$ cat config.mk
export PLATFORM = sky130hd
export DESIGN_NAME = alu_arbiter
export DESIGN_NICKNAME = d
export VERILOG_FILES = /design/src/rtl/alu_arbiter.sv
export SDC_FILE = /design/constraint.sdc
export NUM_CORES = 1
export LEC_CHECK = 0
export ABC_AREA = 1
export BUFFER_PORTS_ARGS = -buffer_cell sky130_fd_sc_hd__buf_2
export CAP_MARGIN = 20
export CORE_UTILIZATION = 44
export DETAILED_ROUTE_END_ITERATION = 6
export HOLD_SLACK_MARGIN = 0.12
export PLACE_DENSITY = 0.79
export SLEW_MARGIN = 20
export SYNTH_ARGS = -nofsm -noshare
export SYNTH_HDL_FRONTEND = slang
export SYNTH_SLANG_ARGS = --single-unit
$ cat constraint.sdc
create_clock -name clk -period 1.51 [get_ports clk]
set_input_delay 0.0755 -clock clk [delete_from_list [all_inputs] [get_ports clk]]
set_output_delay 0.0755 -clock clk [all_outputs]
set_load 0.05 [all_outputs]
$ cat src/rtl/alu_arbiter.sv
// Two-client arbiter/sequencer sharing one combinational ALU: IDLE -> EXEC -> RESP.
// Define ALU_ARB_FIXED_PRIO_EN for fixed priority (requester 0 wins ties); default is round-robin.
module alu_arbiter #(
  parameter int N = 8
) (
  input  logic         clk,
  input  logic         rst,
  input  logic         req0_valid,
  output logic         req0_ready,
  input  logic [N-1:0] req0_a,
  input  logic [N-1:0] req0_b,
  input  logic [3:0]   req0_op,
  input  logic         req1_valid,
  output logic         req1_ready,
  input  logic [N-1:0] req1_a,
  input  logic [N-1:0] req1_b,
  input  logic [3:0]   req1_op,
  output logic [N-1:0] alu_a,
  output logic [N-1:0] alu_b,
  output logic [3:0]   alu_op,
  input  logic [N-1:0] alu_y,
  input  logic [4:0]   alu_status,
  output logic         rsp_valid,
  input  logic         rsp_ready,
  output logic         rsp_id,
  output logic [N-1:0] rsp_y,
  output logic [4:0]   rsp_status
);

  typedef enum logic [1:0] {IDLE, EXEC, RESP} state_t;

  state_t       state_reg, state_next;
  logic [N-1:0] a_reg, b_reg, y_reg;
  logic [3:0]   op_reg;
  logic [4:0]   status_reg;
  logic         id_reg;
  logic         any_valid;
  logic         winner;
  logic         grant;

  assign any_valid = req0_valid | req1_valid;

`ifdef ALU_ARB_FIXED_PRIO_EN
  assign winner = ~req0_valid;
`else
  logic last_grant_reg;

  // On contention the requester that did not win last time goes first.
  assign winner = (req0_valid & req1_valid) ? ~last_grant_reg : req1_valid;

  always_ff @(posedge clk or posedge rst) begin
    if (rst) begin
      last_grant_reg <= 1'b1;
    end else if (grant) begin
      last_grant_reg <= winner;
    end
  end
`endif

  always_comb begin
    state_next = state_reg;
    grant      = 1'b0;
    req0_ready = 1'b0;
    req1_ready = 1'b0;
    case (state_reg)
      IDLE: begin
        if (any_valid) begin
          grant      = 1'b1;
          req0_ready = ~winner;
          req1_ready = winner;
          state_next = EXEC;
        end
      end
      EXEC: state_next = RESP;
      RESP: begin
        if (rsp_ready) begin
          state_next = IDLE;
        end
      end
      default: state_next = IDLE;
    endcase
  end

  always_ff @(posedge clk or posedge rst) begin
    if (rst) begin
      state_reg  <= IDLE;
      a_reg      <= '0;
      b_reg      <= '0;
      op_reg     <= '0;
      id_reg     <= 1'b0;
      y_reg      <= '0;
      status_reg <= '0;
    end else begin
      state_reg <= state_next;
      if (grant) begin
        a_reg  <= winner ? req1_a  : req0_a;
        b_reg  <= winner ? req1_b  : req0_b;
        op_reg <= winner ? req1_op : req0_op;
        id_reg <= winner;
      end
      // The ALU has had the whole EXEC cycle to settle on the held operands.
      if (state_reg == EXEC) begin
        y_reg      <= alu_y;
        status_reg <= alu_status;
      end
    end
  end

  assign alu_a      = a_reg;
  assign alu_b      = b_reg;
  assign alu_op     = op_reg;
  assign rsp_valid  = (state_reg == RESP);
  assign rsp_id     = id_reg;
  assign rsp_y      = y_reg;
  assign rsp_status = status_reg;

endmodule
==> qor.yml <==
run_status:
  status: "finished, final reports clean"
timing:
  hold_violations: 0
  timing.fmax_ghz: 0.702
  finalCritPeriodShare: 0.944
  drv_slew: 0
  worst_clock_skew_ns: 0.00576
  rsz0062_at_grt: "no"
  tightest_slew_ns: 0.449
  setup_viol_count_final: 0
  slew_headroom: 0.701
  period_minus_slack_ns: 1.43
  tns_ns: 0
  timing.hold.ws_ns: 0.120
die:
  die_h_um: 65.0
  fp.dieW_um: 65.0
  io_pins: 95
  core.rowCount: 22
  die-area_um2: 4220
  core_area_um2: 3740
  start_util: 0.466
pwr:
  peakVddDrop_v: 0.00127
  powerDensity_nw_per_um2: 2160
  power.leakage_uw: 0.00167
grt:
  track_usage: 0.270
  grt_pass1_vias: 1954
  antenna_found_initial: 0
  grt_pass1_wl_um: 8580
  globalRouteOverflowTotal: 0
  grt_max_degree: 38
placement:
  port_buffers: 94
  hpwl_um: 3000
  place_congestion: 0.816
  place_area_um2: 2260
worst_setup_path:
  worstSetupEndpointType: "output port"
  critPathRequiredTime_ns: 1.43
  crit_buf_inv: 3
  critPathMaxFanout: 15
  critical_path.slowest_cell: "dfrtp_1"
  criticalPathCategory: "reg -> out"
  reg2reg_depth: 7
  path_cells: "inv_2 -> nand2_2 -> nor2_4 -> inv_4 -> nor2_2 -> buf_6"
  worstPathArrival_ns: 1.35
  crit_path_start_kind: "flip-flop"
  path_depth: 6
  slowest_delay_ns: 0.37
  crit_family: "flip-flops"
logic_synthesis:
  ys_seq_elements: 37
  syn_area_um2: 1750
  synth_cell_types: 15
  synthMuxAreaShare: 0
  synthAdderAreaFrac: 0
  mappedNetlistNets: 289
  ys_warn_count: 0
  yosysTopAreaCell: "dfrtp_1"
  synthSimpleGateAreaFrac: 0.399
  yosysTopAreaCellShare: 0.516
  ys_seq_area_frac: 0.531
  ys_top_cells_by_area: "dfrtp_1 (52%), nand2_1 (29%), nand3_1 (9.5%)"
  avgSynthCellArea_um2: 7.56
  synthesis.instances: 231
  synth-compound-area-share: 0.00287
  synth_top_family_by_area: "simple AND/OR/NAND/NOR gates"
  synth_xor_xnor_area_share: 0
cells_and_area:
  num-nets-final: 435
  insertedDiodeCount: 0
  design_area_um2: 2890
  layout-drive-gt1-share: 0.317
  final_common_cell: "nand2_1"
  mostFrequentLayoutCells: "nand2_1 (132), buf_2 (93), dlygate4sd3_1 (50), dfrtp_1 (36), nand3_1 (33)"
  area_growth_pct: 65.3
clocking:
  clk_pin_slew_ns: 0.07
  cts.path.max_buffers: 2
  clock-sinks: 37
  cts_tree: "yes"
  htree_num_levels: 2
  cts_buffers: 5
  clk_latency_ns: 0.29
  clockRootBuffer: "clkbuf_8"
min_path:
  hold_path_depth: 5
  hold_class: "in -> reg"
routing:
  vias_per_cell: 4.65
  antenna_left: 0
  dr.pass1.iters: 4
  route.detailed.drc: 0
  wirelength_um: 5350
  dr.first_iter.drc_count: 88
  vias: 1983
  wl_per_cell_um: 12.6
job:
  max_cap_viol_count: 0
path summary, 6_finish.rpt:
kind | endpoint | slack [ns] | from
setup / recovery | req0_ready | 0.08 | state_reg[1]
hold / removal | alu_b[6] | 0.12 | req1_b[6]
setup reg to reg | alu_op[1] | 0.27 | last_grant_reg
hold reg to reg | rsp_status[1] | 0.48 | rsp_status[1]
max in group asynchronous | last_grant_reg | 0.72 | rst
min in group asynchronous | rsp_y[1] | 0.44 | rst
cell usage after synthesis:
master / n
buf_1: 1
buf_2: 6
buf_4: 2
buf_6: 3
clkbuf_1: 2
dfrtp_1: 36
dfstp_2: 1
inv_1: 4
inv_2: 3
nand2_1: 133
nand2_2: 1
nand3_1: 33
nor2_1: 4
nor2_4: 1
o21ai_0: 1
timing repair:
action,in CTS,in global routing
buffers inserted,0,0
hold endpoints to repair,70,0
gates resized for setup,1,4
hold buffers,50,0
setup endpoints to repair,1,1
gates cloned,0,0
routing by layer:
| metal | vias to the layer above | wire (um) | global-route usage | part of all wire |
|---|---|---|---|---|
| met5 | - | 0 | 0 | 0 |
| met4 | 0 | 145 | 0.108 | 0.027 |
| met3 | 16 | 343 | 0.0616 | 0.064 |
| met2 | 93 | 2810 | 0.486 | 0.53 |
| met1 | 873 | 2050 | 0.305 | 0.38 |
| li1 | 1001 | - | - | - |
layout make-up:
cell class              count  area, um^2
inverters                   7        28.8
clock inverters             3        46.3
flip-flops and latches     37         927
clock buffers               5        68.8
well taps                  48        60.1
multi-input cells         173         709
fillers                   291         858
repair buffers            153        1040
where the power goes:
group	total [uW]	switching, uW	internal, uW
combinational	3650	2740	902
clock	852	358	494
sequential	1730	251	1480
cell families after synthesis:
group / count (synthesis)
compound gates: 1
simple gates: 172
buf+inv: 21
flops: 37
worst min-delay path, delay by kind of cell:
kind | cells | cell delay, ns
buffers and inverters | 1 | 0.07
AND/OR/NAND/NOR | 4 | 0.22
per-stage QoR:
| stage | util | std cells | power, uW | setup WS (ns) |
|---|---|---|---|---|
| 2_1_floorplan | - | 231 | 4480 | 0.0436 |
| 3_3_place_gp | 0.603 | 368 | 5180 | 0.285 |
| 3_5_place_dp | 0.603 | 368 | 5240 | 0.282 |
| 4_1_cts | 0.768 | 426 | 6210 | 0.0232 |
| 5_1_grt | 0.771 | 426 | 6590 | 0.00310 |
| 6_report | 0.771 | 426 | 6230 | 0.0849 |
Power figures use the tool's default switching activity.
